<file path="config.mk">
export PLATFORM = sky130hd
export DESIGN_NAME = ffd4_write_arbiter
export DESIGN_NICKNAME = d
export VERILOG_FILES = /design/src/rtl/ffd4_write_arbiter.sv
export SDC_FILE = /design/constraint.sdc
export NUM_CORES = 1
export LEC_CHECK = 0
export BUFFER_PORTS_ARGS = -buffer_cell sky130_fd_sc_hd__buf_4
export CORE_MARGIN = 1
export CORE_UTILIZATION = 30
export DETAILED_ROUTE_END_ITERATION = 10
export PLACE_DENSITY = 0.58
export RECOVER_POWER = 100
export SLEW_MARGIN = 20
export SYNTH_ARGS = -nofsm -noshare
export SYNTH_HDL_FRONTEND = slang
export SYNTH_SLANG_ARGS = --single-unit
</file>
<file path="constraint.sdc">
create_clock -name clk -period 4.6 [get_ports clk]
set_input_delay 0.92 -clock clk [delete_from_list [all_inputs] [get_ports clk]]
set_output_delay 0.92 -clock clk [all_outputs]
set_load 0.02 [all_outputs]
</file>
<file path="src/rtl/ffd4_write_arbiter.sv">
// ffd4_write_arbiter: two-requester write arbiter for a shared WIDTH-bit D register.
// Each granted write runs ISSUE (drive d/reset/set for one cycle) then WAIT (commit,
// done pulse). Priority is round-robin on ties, with a bounded burst per owner.
//
// Ports:
//   clk, reset              rising-edge clock, async active-high reset
//   req_a/op_a/data_a       requester A: request, op (00 hold, 01 load, 10 clear, 11 set), load value
//   req_b/op_b/data_b       requester B: same as A
//   reg_q                   current register output
//   reg_d                   register d input (follows reg_q except in ISSUE)
//   reg_clr, reg_set        register reset/set drives, one-cycle pulses in ISSUE
//   gnt_a, gnt_b            owner of the current transaction (ISSUE and WAIT)
//   done_a, done_b          owner's commit pulse in WAIT
//   busy                    a transaction is in flight
module ffd4_write_arbiter #(
    parameter int unsigned WIDTH     = 4,
    parameter int unsigned MAX_BURST = 4
) (
    input  logic             clk,
    input  logic             reset,
    input  logic             req_a,
    input  logic [1:0]       op_a,
    input  logic [WIDTH-1:0] data_a,
    input  logic             req_b,
    input  logic [1:0]       op_b,
    input  logic [WIDTH-1:0] data_b,
    input  logic [WIDTH-1:0] reg_q,
    output logic [WIDTH-1:0] reg_d,
    output logic             reg_clr,
    output logic             reg_set,
    output logic             gnt_a,
    output logic             gnt_b,
    output logic             done_a,
    output logic             done_b,
    output logic             busy
);

    localparam int unsigned CNT_W = 4;

    localparam logic [CNT_W-1:0] CNT_MAX   = {CNT_W{1'b1}};
    localparam logic [CNT_W-1:0] BURST_LIM = CNT_W'(MAX_BURST - 1);

    localparam logic [1:0] S_IDLE  = 2'd0;
    localparam logic [1:0] S_ISSUE = 2'd1;
    localparam logic [1:0] S_WAIT  = 2'd2;

    localparam logic [1:0] OP_NOP   = 2'b00;
    localparam logic [1:0] OP_LOAD  = 2'b01;
    localparam logic [1:0] OP_CLEAR = 2'b10;
    localparam logic [1:0] OP_SET   = 2'b11;

    localparam logic SIDE_A = 1'b0;
    localparam logic SIDE_B = 1'b1;

    logic [1:0]       state_q, state_d;
    logic             last_winner_q, last_winner_d;
    logic [CNT_W-1:0] burst_cnt_q, burst_cnt_d;
    logic [1:0]       op_q, op_d;
    logic [WIDTH-1:0] data_q, data_d;
    logic             gnt_a_q, gnt_a_d;
    logic             gnt_b_q, gnt_b_d;
    logic             done_a_q, done_a_d;
    logic             done_b_q, done_b_d;
    logic             reg_clr_q, reg_clr_d;
    logic             reg_set_q, reg_set_d;
    logic             busy_q, busy_d;
    logic             win_c;

    // Winner selection, meaningful only at an edge leaving IDLE or WAIT with a request
    always_comb begin
        win_c = SIDE_A;
        if (req_a && req_b) begin
            if (state_q == S_WAIT) begin
                // Current owner keeps the bus until its burst allowance is spent
                win_c = (burst_cnt_q < BURST_LIM) ? last_winner_q : ~last_winner_q;
            end else begin
                win_c = ~last_winner_q;
            end
        end else if (req_b) begin
            win_c = SIDE_B;
        end
    end

    // Next-state, latch and registered-output computation
    always_comb begin
        state_d       = state_q;
        last_winner_d = last_winner_q;
        burst_cnt_d   = burst_cnt_q;
        op_d          = op_q;
        data_d        = data_q;

        case (state_q)
            S_ISSUE: begin
                state_d = S_WAIT;
            end
            default: begin
                if (req_a || req_b) begin
                    state_d       = S_ISSUE;
                    last_winner_d = win_c;
                    op_d          = (win_c == SIDE_B) ? op_b : op_a;
                    data_d        = (win_c == SIDE_B) ? data_b : data_a;
                    // Burst length only grows on back-to-back wins out of WAIT
                    if ((state_q == S_WAIT) && (win_c == last_winner_q)) begin
                        burst_cnt_d = (burst_cnt_q == CNT_MAX) ? CNT_MAX
                                                               : burst_cnt_q + CNT_W'(1);
                    end else begin
                        burst_cnt_d = '0;
                    end
                end else begin
                    state_d = S_IDLE;
                end
            end
        endcase

        busy_d    = (state_d != S_IDLE);
        gnt_a_d   = busy_d && (last_winner_d == SIDE_A);
        gnt_b_d   = busy_d && (last_winner_d == SIDE_B);
        done_a_d  = (state_d == S_WAIT) && (last_winner_d == SIDE_A);
        done_b_d  = (state_d == S_WAIT) && (last_winner_d == SIDE_B);
        reg_clr_d = (state_d == S_ISSUE) && (op_d == OP_CLEAR);
        reg_set_d = (state_d == S_ISSUE) && (op_d == OP_SET);
    end

    // State and output registers; last winner resets to B so A takes the first tie
    always_ff @(posedge clk or posedge reset) begin
        if (reset) begin
            state_q       <= S_IDLE;
            last_winner_q <= SIDE_B;
            burst_cnt_q   <= '0;
            op_q          <= OP_NOP;
            data_q        <= '0;
            gnt_a_q       <= 1'b0;
            gnt_b_q       <= 1'b0;
            done_a_q      <= 1'b0;
            done_b_q      <= 1'b0;
            reg_clr_q     <= 1'b0;
            reg_set_q     <= 1'b0;
            busy_q        <= 1'b0;
        end else begin
            state_q       <= state_d;
            last_winner_q <= last_winner_d;
            burst_cnt_q   <= burst_cnt_d;
            op_q          <= op_d;
            data_q        <= data_d;
            gnt_a_q       <= gnt_a_d;
            gnt_b_q       <= gnt_b_d;
            done_a_q      <= done_a_d;
            done_b_q      <= done_b_d;
            reg_clr_q     <= reg_clr_d;
            reg_set_q     <= reg_set_d;
            busy_q        <= busy_d;
        end
    end

    // Register d input: hold value except while issuing the latched op
    always_comb begin
        reg_d = reg_q;
        if (state_q == S_ISSUE) begin
            case (op_q)
                OP_LOAD:  reg_d = data_q;
                OP_CLEAR: reg_d = '0;
                OP_SET:   reg_d = '1;
                default:  reg_d = reg_q;
            endcase
        end
    end

    assign reg_clr = reg_clr_q;
    assign reg_set = reg_set_q;
    assign gnt_a   = gnt_a_q;
    assign gnt_b   = gnt_b_q;
    assign done_a  = done_a_q;
    assign done_b  = done_b_q;
    assign busy    = busy_q;

endmodule

</file>
# After elaboration in Yosys (flattened, before gate mapping)
# Cells that the tools add are included.
# op_classes
shifts	0
eq_ne	11
n_div	0
mul	0
magnitude_cmp	1
add_sub_neg	1
n_mux	16
n_reduce_logical	11
bitwise_logic	3
# ops
cell	count
4-bit 2-to-1 mux	4
2-bit == test (second input constant)	6
4-bit case mux with 3 select lines	1
1-bit logical AND	8
2-bit 2-to-1 mux	4
1-bit 2-to-1 mux	7
2-bit by 1-bit == test with 1-bit output (second input constant)	3
4-bit by 1-bit adder with 4-bit output (second input constant)	1
4-bit == test (second input constant)	1
4-bit by 2-bit < comparator with 1-bit output (second input constant)	1
1-bit inverter	3
2-bit AND reduction	1
2-bit nonzero test	1
1-bit == test	1
1-bit logical OR	1
# word_totals
inputBits	20
word_cells	55
ramBits	0
mem_count	0
latchBits	0
out_inout_bits	11
reg_bits	20
romBits	0

# Depth between registers and ports, before layout
# Gate-level depths: netlist (run 1).
# logic_depth
word_depth	9
depth_mapped	6
mapped_depth_nobuf	5

# Least setup slack after synthesis (run 1)
# OpenSTA, ideal clock, no wires.
# synth_timing
kind	reg-to-output
from	register state_q[1]
to	output reg_d[0]
stages_incl_launch_ff	5
required_ps	3680
path_slack_ps	2434
arrival_ps	1246
path_cell_list	dfrtp_1 nand2b_1 inv_1 nand2_1 o21ai_0
# synth_between
elab_chain_len	2
# synth_lines
item	line_no	source
start: declaration	55	logic [1:0] state_q, state_d;
start signal: assignment	140	state_q <= state_d;
2-bit by 1-bit == test with 1-bit output	158	if (state_q == S_ISSUE) begin
4-bit 2-to-1 mux	158	
end: declaration	28	output logic [WIDTH-1:0] reg_d,
# Every way passes these cells.

# Worst setup path in the final report (run 1)
# layout_timing
from	register state_q[1]
to	output reg_d[1]
# Same word-level chain as after synthesis.

==> results.py, run 1 <==
metrics = {
    "status": {
        "status": "finished, final reports clean",
    },
    "route": {
        "routed_wl_mm": 2.36,
        "drtIter0Drc": 24,
        "wl_per_cell_um": 12.3,
        "via_per_inst": 5.05,
        "antenna_left": 0,
        "vias": 964,
        "drc": 0,
        "dr.pass1.iters": 5,
    },
    "worst_setup_path": {
        "crit_fanout": 6,
        "crit_slowest_cell": "dfrtp_1",
        "cp_cell_sequence": "nand2b_1 -> inv_1 -> o21ai_0 -> nand2_1 -> o21ai_0 -> clkbuf_1",
        "path_common_cell": "o21ai_0",
        "criticalPathCategory": "reg2out",
        "worst_setup_path_start_kind": "register",
        "crit_arrival_ps": 1610,
        "critPathCaptureType": "output pin",
        "cp_data_required_time_ps": 3680,
        "critPathMaxStageDelay_ps": 450,
    },
    "synthesis": {
        "synth.distinct_cells": 33,
        "yosys.cell_count.top_type": "dfrtp_1",
        "synth_warnings": 0,
        "yosysTopAreaCellShare_pct": 45.1,
        "synth_top_area_cell": "dfrtp_1",
        "syn_area_per_cell_um2": 9.17,
        "syn_nets": 136,
        "synth_area_um2": 1050,
        "synthCells": 115,
        "ys.flop_type": "dfrtp_1",
        "ys_seq_area_share_pct": 47.6,
        "synth_area_leaders": "dfrtp_1 (45%), o21ai_0 (7.1%), nand3_1 (4.3%)",
        "synth_edf_count": 0,
        "synth-async-reset-ratio_pct": 100,
        "yosys_register_bits": 20,
        "yosys-top-cells-count": "dfrtp_1 (19), o21ai_0 (15), nor2_1 (12), nand3_1 (9), nand2_1 (8)",
    },
    "clock_network": {
        "cts_tree": "yes",
        "ctsResizeCount": 0,
        "clkSinkCount": 20,
        "h-tree-depth": 1,
        "postCtsSetupBuffers": 0,
        "clk_pin_slew_ps": 100,
        "clk_latency_ps": 300,
        "clock_path_buffers": 2,
        "holdBufCountCts": 0,
        "cts_root_buf": "clkbuf_4",
        "cts_buffers": 3,
    },
    "global_route": {
        "grt_pass1_vias": 918,
        "grt_util_all_layers_pct": 15.1,
        "antenna_found_initial": 0,
        "grtUsageMet3_pct": 4.62,
        "grtUsageMet1_pct": 19.4,
        "top_usage_layer": "met2",
        "grt_start_max_net_pins": 21,
        "gr-usage-met2_pct": 24.8,
        "grt_pass1_wl_mm": 4.14,
        "globalRouteOverflowTotal": 0,
    },
    "floorplanning": {
        "die_y_um": 61.3,
        "core_area_um2": 3360,
        "die_area_um2": 3760,
        "rows": 21,
        "die_w_um": 61.3,
        "initial_core_util_pct": 31.4,
        "io_pins": 31,
    },
    "job": {
        "cap_violations": 0,
    },
    "timing": {
        "slew_headroom_pct": 50.1,
        "timing.fmax_mhz": 395,
        "worst_slew_pin_slew_ps": 748,
        "setup_viol": 0,
        "rsz0062_at_grt": "false",
        "layout_worst_path_cycle_share_pct": 55.1,
        "finalSetupTns_ps": 0,
        "period_minus_slack_ps": 2530,
        "slew_violations": 0,
        "final_hold_viol_count": 0,
        "finalClockSkew_ps": 11.0,
    },
    "placed_design": {
        "place.gp.congestion": 0.733,
        "io_buffers": 30,
        "hpwlAfterDp_mm": 1.77,
    },
    "pwr": {
        "max-vdd-ir-drop_mv": 0.263,
        "leakage_nw": 0.548,
        "cellPowerDensity_nw_per_um2": 538,
    },
    "finish": {
        "nets": 167,
        "drive_gt1_share_pct": 15.9,
        "n_antenna_cell": 0,
        "post-route-util_pct": 37.9,
        "area_growth_pct": 21.0,
        "num-fill-cells": 359,
    },
    "hold_path": {
        "hp-class": "reg2reg",
    },
}
-- logic make-up (layout without fill, tap and decap cells) --
logic type               after synthesis  in the layout  share of synthesized area [%]
flip-flops                            20             20                           47.6
adder cells (fa/ha/maj)                1              1                           1.19
buffers and inverters                  9             39                           3.91
AND/OR/NAND/NOR                       44             44                           22.9
multiplexers                           3              3                           3.08
AO/OA/AOI/OAI                         37             37                           20.5
XOR/XNOR                               1              1                          0.831
-- routing by layer --
| metal | vias up | part of all wire, % |
|---|---|---|
| li1 | 476 | - |
| met1 | 452 | 46 |
| met2 | 34 | 47 |
| met3 | 2 | 5.7 |
| met4 | 0 | 0.85 |
| met5 | - | 0 |
-- worst max-delay path: cells and delay by family (launching register included) --
family / cells / cell delay [ps]
buffers and inverters: 2 / 300
AOI/OAI and AO/OA: 2 / 270
and+or+nand+nor: 2 / 300
DFF: 1 / 450
-- power by group --
part           internal [mW]  switching, mW  total [mW]
combinational          0.112          0.189       0.301
sequential             0.244         0.0561       0.300
clock                 0.0338         0.0520      0.0858
total                  0.390          0.297       0.687
-- stage by stage --
stage | worst slack [ps] | hold WS (ps) | area, um^2 | power, mW | std cells
after floorplan | 2430 | 519 | 1050 | 0.527 | 115
after global placement | 2370 | 540 | 1320 | 0.644 | 187
after detailed placement | 2360 | 542 | 1320 | 0.650 | 187
after CTS | 2070 | 569 | 1340 | 0.737 | 191
after global routing | 1900 | 595 | 1280 | 0.756 | 191
final | 2070 | 567 | 1280 | 0.687 | 191
-- path summary, 6_finish.rpt --
check,depth (start not counted),to,slack (ps),start
max,6,reg_d[1],2070,state_q[1]
min,1,done_a,570,last_winner_q
max reg2reg,5,data_q[2],2460,burst_cnt_q[0]
min reg2reg,1,done_a,570,last_winner_q
max in group asynchronous,2,data_q[1],3390,reset
min in group asynchronous,2,op_q[1],740,reset
-- state kept, by name, indices dropped and copies added, names as in the netlist --
signal	flops
reg_clr	1
gnt_b	1
last_winner_q	1
gnt_a	1
reg_set	1
op_q	2
data_q	4
state_q	2
burst_cnt_q	4
done_b	1
busy	1
done_a	1
-- cell usage in the layout (no fill, tap or decap), types with 3 or more instances in the layout --
cell type	netlist	final
a21oi_1	7	7
a31oi_1	6	6
buf_4	1	17
clkbuf_1	0	13
clkbuf_4	0	4
dfrtp_1	19	19
inv_1	5	5
nand2_1	8	8
nand2b_1	3	3
nand3_1	9	9
nor2_1	12	12
o21ai_0	15	16
-- final cells by class --
| class | count | area (um^2) | area share (%) |
|---|---|---|---|
| Tap cell | 46 | 57.6 | 4.51 |
| Multi-Input combinational cell | 86 | 492 | 38.5 |
| Timing Repair Buffer | 30 | 180 | 14.1 |
| Inverter | 5 | 18.8 | 1.47 |
| Clock buffer | 4 | 26.3 | 2.06 |
| Sequential cell | 20 | 502 | 39.3 |
Power figures use the tool's default switching activity.
==> run 2: changes to the inputs <==
clock period = 2.6 ns   (was 4.6 ns; I/O delays follow)
==> run 2 against run 1 <==
  * Flip-flop and latch count is the same
  * Non-clock buffer count is the same
  * Largest cell class unchanged
  * Critical path depth is the same
  * Sequential power grew 77%
  * Core utilization grew 0.89 points
  * Total power grew 91%
==> results.py, run 2 (synthesized netlist as in run 1, its figures left out) <==
metrics = {
    "timing": {
        "rsz0062_at_grt": "false",
        "timing.fmax_mhz": 465,
        "finalClockSkew_ps": 2.57,
        "finalSetupTns_ps": 0,
        "slew_violations": 0,
        "setup_viol": 0,
        "layout_worst_path_cycle_share_pct": 82.7,
        "slew_headroom_pct": 50.8,
        "period_minus_slack_ps": 2150,
        "final_hold_viol_count": 0,
        "worst_slew_pin_slew_ps": 738,
    },
    "floorplanning": {
        "core_area_um2": 3360,
        "io_pins": 31,
        "initial_core_util_pct": 31.4,
        "die_w_um": 61.3,
        "rows": 21,
        "die_y_um": 61.3,
        "die_area_um2": 3760,
    },
    "global_route": {
        "grt_pass1_wl_mm": 3.82,
        "globalRouteOverflowTotal": 0,
        "grt_pass1_vias": 838,
        "top_usage_layer": "met2",
        "grt_start_max_net_pins": 21,
        "grtUsageMet1_pct": 19.6,
        "grtUsageMet3_pct": 3.78,
        "grt_util_all_layers_pct": 13.9,
        "antenna_found_initial": 0,
        "gr-usage-met2_pct": 20.8,
    },
    "finish": {
        "nets": 167,
        "area_growth_pct": 23.8,
        "drive_gt1_share_pct": 17.2,
        "n_antenna_cell": 0,
        "top_regs": "burst_cnt_q x4, data_q x4",
        "num-fill-cells": 375,
        "final_common_cell": "dfrtp_1",
        "final_cell_mix": "dfrtp_1 (19), buf_4 (18), o21ai_0 (16)",
    },
    "pwr": {
        "leakage_nw": 0.564,
        "finalPower_mw": 1.32,
        "cellPowerDensity_nw_per_um2": 1010,
        "max-vdd-ir-drop_mv": 0.482,
    },
    "worst_setup_path": {
        "crit_fanout": 6,
        "critPathCaptureType": "output pin",
        "cp_data_required_time_ps": 2080,
        "worst_setup_path_start_kind": "register",
        "criticalPathCategory": "reg2out",
        "crit_arrival_ps": 1630,
    },
    "clock_network": {
        "h-tree-depth": 1,
        "postCtsSetupBuffers": 0,
        "clkSinkCount": 20,
        "clk_pin_slew_ps": 110,
        "clock_path_buffers": 2,
        "ctsResizeCount": 0,
        "cts_buffers": 3,
        "cts_root_buf": "clkbuf_4",
        "cts_tree": "yes",
        "holdBufCountCts": 0,
        "clk_latency_ps": 300,
    },
    "placed_design": {
        "io_buffers": 30,
        "place.gp.congestion": 0.802,
        "hpwlAfterDp_mm": 1.67,
    },
    "route": {
        "routed_wl_mm": 2.25,
        "via_per_inst": 4.97,
        "wl_per_cell_um": 11.8,
        "drtIter0Drc": 36,
        "antenna_left": 0,
        "vias": 950,
        "drc": 0,
        "dr.pass1.iters": 4,
    },
    "hold_path": {
        "hp-class": "in2async",
    },
    "job": {
        "cap_violations": 0,
    },
    "status": {
        "status": "finished, final reports clean",
    },
}
run 2: changes by cell type in the layout (fill, tap and decap cells not counted), sizes merged:
cell / previous run / this run
clkbuf: 17 / 15
buf: 17 / 18
bufinv: 0 / 1
run 2: layout make-up:
cell class,instances,area (um^2),share of cell area [%]
clock inverter,1,30.0,2.30
inverter,5,18.8,1.44
tap,46,57.6,4.41
sequential,20,502,38.4
multi-input combinational,86,492,37.6
clock buffer,3,22.5,1.72
timing repair buffer,30,184,14.1
run 2: path summary, 6_finish.rpt:
kind	cells past startpoint	to	slack [ps]	from
max	6	reg_d[0]	450	state_q[1]
min	2	data_q[0]	340	reset
max reg2reg	5	op_q[1]	590	burst_cnt_q[0]
min reg2reg	2	data_q[1]	560	data_q[1]
max in group asynchronous	2	data_q[3]	1810	reset
min in group clk	3	data_q[1]	480	data_b[1]
run 2: where the power goes:
part	internal (mW)	total [mW]	leakage [nW]	switching (mW)
clock	0.156	0.252	0.0279	0.0957
combinational	0.199	0.533	0.290	0.334
sequential	0.432	0.530	0.246	0.0986
total	0.787	1.32	0.564	0.529
run 2: per-stage QoR:
step	hold slack [ps]	util, %	setup slack [ps]	instance area, um^2	instances
floorplan	483	-	834	1050	115
global placement	541	39.1	683	1320	187
detailed placement	543	39.1	680	1320	187
CTS	367	40.7	447	1370	191
global route	400	38.8	266	1310	191
finish	336	38.8	449	1310	191
run 2: layer usage:
metal	wire length [um]	vias up
met1	1100	445
met4	26	0
met5	0	-
li1	-	475
met3	106	4
met2	1010	26
run 2: worst max-delay path: stages, from the launching register on:
cell and delay (ps):
dfrtp_1 460, nand2b_1 200, inv_1 130, o21ai_0 180
nand2_1 110, o21ai_0 80, clkbuf_1 170
==> run 3: changes to the inputs <==
PLACE_DENSITY = 0.6   (was 0.58)
clock period = 1.94 ns   (was 2.6 ns; I/O delays follow)
==> run 3 against run 2 <==
  * Flip-flop and latch count unchanged
  * Highest routed layer unchanged
  * Critical endpoint is now reg_d[1]
  * Die area unchanged
  * Clock skew down 1.9 ps
==> results.py, run 3 (synthesized netlist as in run 1, its figures left out) <==
metrics = {
    "route": {
        "drc": 0,
        "antenna_left": 0,
        "dr.pass1.iters": 4,
        "wl_per_cell_um": 12.1,
        "vias": 959,
        "via_per_inst": 4.92,
        "drtIter0Drc": 18,
        "routed_wl_mm": 2.35,
    },
    "clock_network": {
        "cts_tree": "yes",
        "cts_buffers": 3,
        "clock_path_buffers": 2,
        "clk_pin_slew_ps": 110,
        "clk_latency_ps": 300,
        "clkSinkCount": 20,
        "holdBufCountCts": 0,
        "h-tree-depth": 1,
        "cts_root_buf": "clkbuf_4",
    },
    "floorplanning": {
        "die_y_um": 61.3,
        "core_area_um2": 3360,
        "io_pins": 31,
        "initial_core_util_pct": 31.4,
        "rows": 21,
        "die_w_um": 61.3,
        "die_area_um2": 3760,
    },
    "finish": {
        "stdcell_count": 195,
        "post-route-util_pct": 40.3,
        "seq_area_um2": 502,
        "drive_gt1_share_pct": 24.2,
        "final_cell_mix": "buf_4 (22), dfrtp_1 (19), o21ai_0 (15)",
        "num-fill-cells": 381,
        "top_regs": "burst_cnt_q x4, data_q x4",
        "area_growth_pct": 28.4,
        "multi_input_area_um2": 522,
        "n_antenna_cell": 0,
        "nets": 171,
        "final_common_cell": "buf_4",
    },
    "placed_design": {
        "placedCellCount": 190,
        "io_buffers": 30,
        "hpwlAfterDp_mm": 1.69,
        "place.gp.congestion": 0.748,
        "dp_slack_ps": 107,
    },
    "status": {
        "status": "finished, final reports clean",
    },
    "worst_setup_path": {
        "cp-startpoint": "state_q[1]",
        "crit_fanout": 5,
        "worstSetupEndpoint": "reg_d[1]",
        "rrSetupSlack_ps": 160,
        "r2r_start": "burst_cnt_q[0]",
        "cp_data_required_time_ps": 1550,
        "regToRegEndpoint": "burst_cnt_q[3]",
        "rr_worst_depth": 5,
        "critPathCaptureType": "output pin",
        "criticalPathCategory": "reg2out",
        "worst_setup_path_start_kind": "register",
        "crit_arrival_ps": 1430,
    },
    "timing": {
        "worst_slew_pin_slew_ps": 1070,
        "finalSetupTns_ps": 0,
        "finalWorstSetupSlack_ps": 119,
        "layout_worst_path_cycle_share_pct": 93.9,
        "final_hold_viol_count": 0,
        "slew_headroom_pct": 28.7,
        "finalClockSkew_ps": 0.634,
        "period_minus_slack_ps": 1820,
        "setup_viol": 0,
        "timing.fmax_mhz": 549,
        "slew_violations": 0,
    },
    "pwr": {
        "max-vdd-ir-drop_mv": 0.660,
        "leakage_nw": 0.599,
        "finalPower_mw": 1.75,
        "cellPowerDensity_nw_per_um2": 1290,
    },
    "global_route": {
        "antenna_found_initial": 0,
        "grt_start_max_net_pins": 21,
        "grt_pass1_vias": 883,
        "grt_util_all_layers_pct": 14.4,
        "grt_pass1_wl_mm": 3.97,
        "globalRouteOverflowTotal": 0,
    },
    "hold_path": {
        "hp-class": "in2reg",
    },
    "job": {
        "cap_violations": 0,
    },
}
[run 3: worst min path at each step]
stage,depth (start not counted),end,startpoint,slack [ps]
CTS,3,burst_cnt_q[2],reset,100
finish,3,data_q[1],data_b[1],350
floorplan,1,burst_cnt_q[0],reset,350
global placement,3,done_b,reset,440
global route,3,data_q[1],data_b[1],340
detailed placement,3,done_b,reset,440
[run 3: power breakdown]
| part | leakage [nW] | internal [mW] | total, mW | switching [mW] |
|---|---|---|---|---|
| logic | 0.332 | 0.333 | 0.810 | 0.477 |
| clock network | 0.0210 | 0.114 | 0.241 | 0.127 |
| registers | 0.246 | 0.574 | 0.700 | 0.126 |
| total | 0.599 | 1.02 | 1.75 | 0.730 |
[run 3: repair_timing]
action | 4_1_cts | 5_1_grt
gates resized for setup | 1 | 4
endpoints found under the setup margin | 4 | 12
buffers inserted | 1 | 0
[run 3: layout make-up]
type                            count  share of cell area (%)
Tap cell                           46                    4.25
Sequential cell                    20                    37.1
Timing Repair Buffer               34                    16.1
Clock buffer                        4                    2.68
Multi-Input combinational cell     86                    38.5
Inverter                            5                    1.39
[run 3: critical path, stage by stage (launching register included)]
cell and delay, ps:
dfrtp_1 390, nand2b_1 180, inv_2 110, nand2_1 90
o21ai_0 180, clkbuf_2 190
[run 3: stage by stage]
| stage | instance area [um^2] | hold WS (ps) |
|---|---|---|
| final | 1350 | 350 |
| after global routing | 1350 | 337 |
| after CTS | 1380 | 102 |
| after detailed placement | 1340 | 443 |
| after global placement | 1340 | 439 |
| after floorplan | 1050 | 351 |
[run 3: routing by layer]
| metal | track usage (%) | wire, um | vias to the layer above |
|---|---|---|---|
| li1 | - | - | 485 |
| met1 | 20.1 | 1130 | 451 |
| met2 | 22.8 | 1120 | 21 |
| met3 | 4.41 | 87 | 2 |
| met4 | 1.95 | 10 | 0 |
| met5 | 0 | 0 | - |
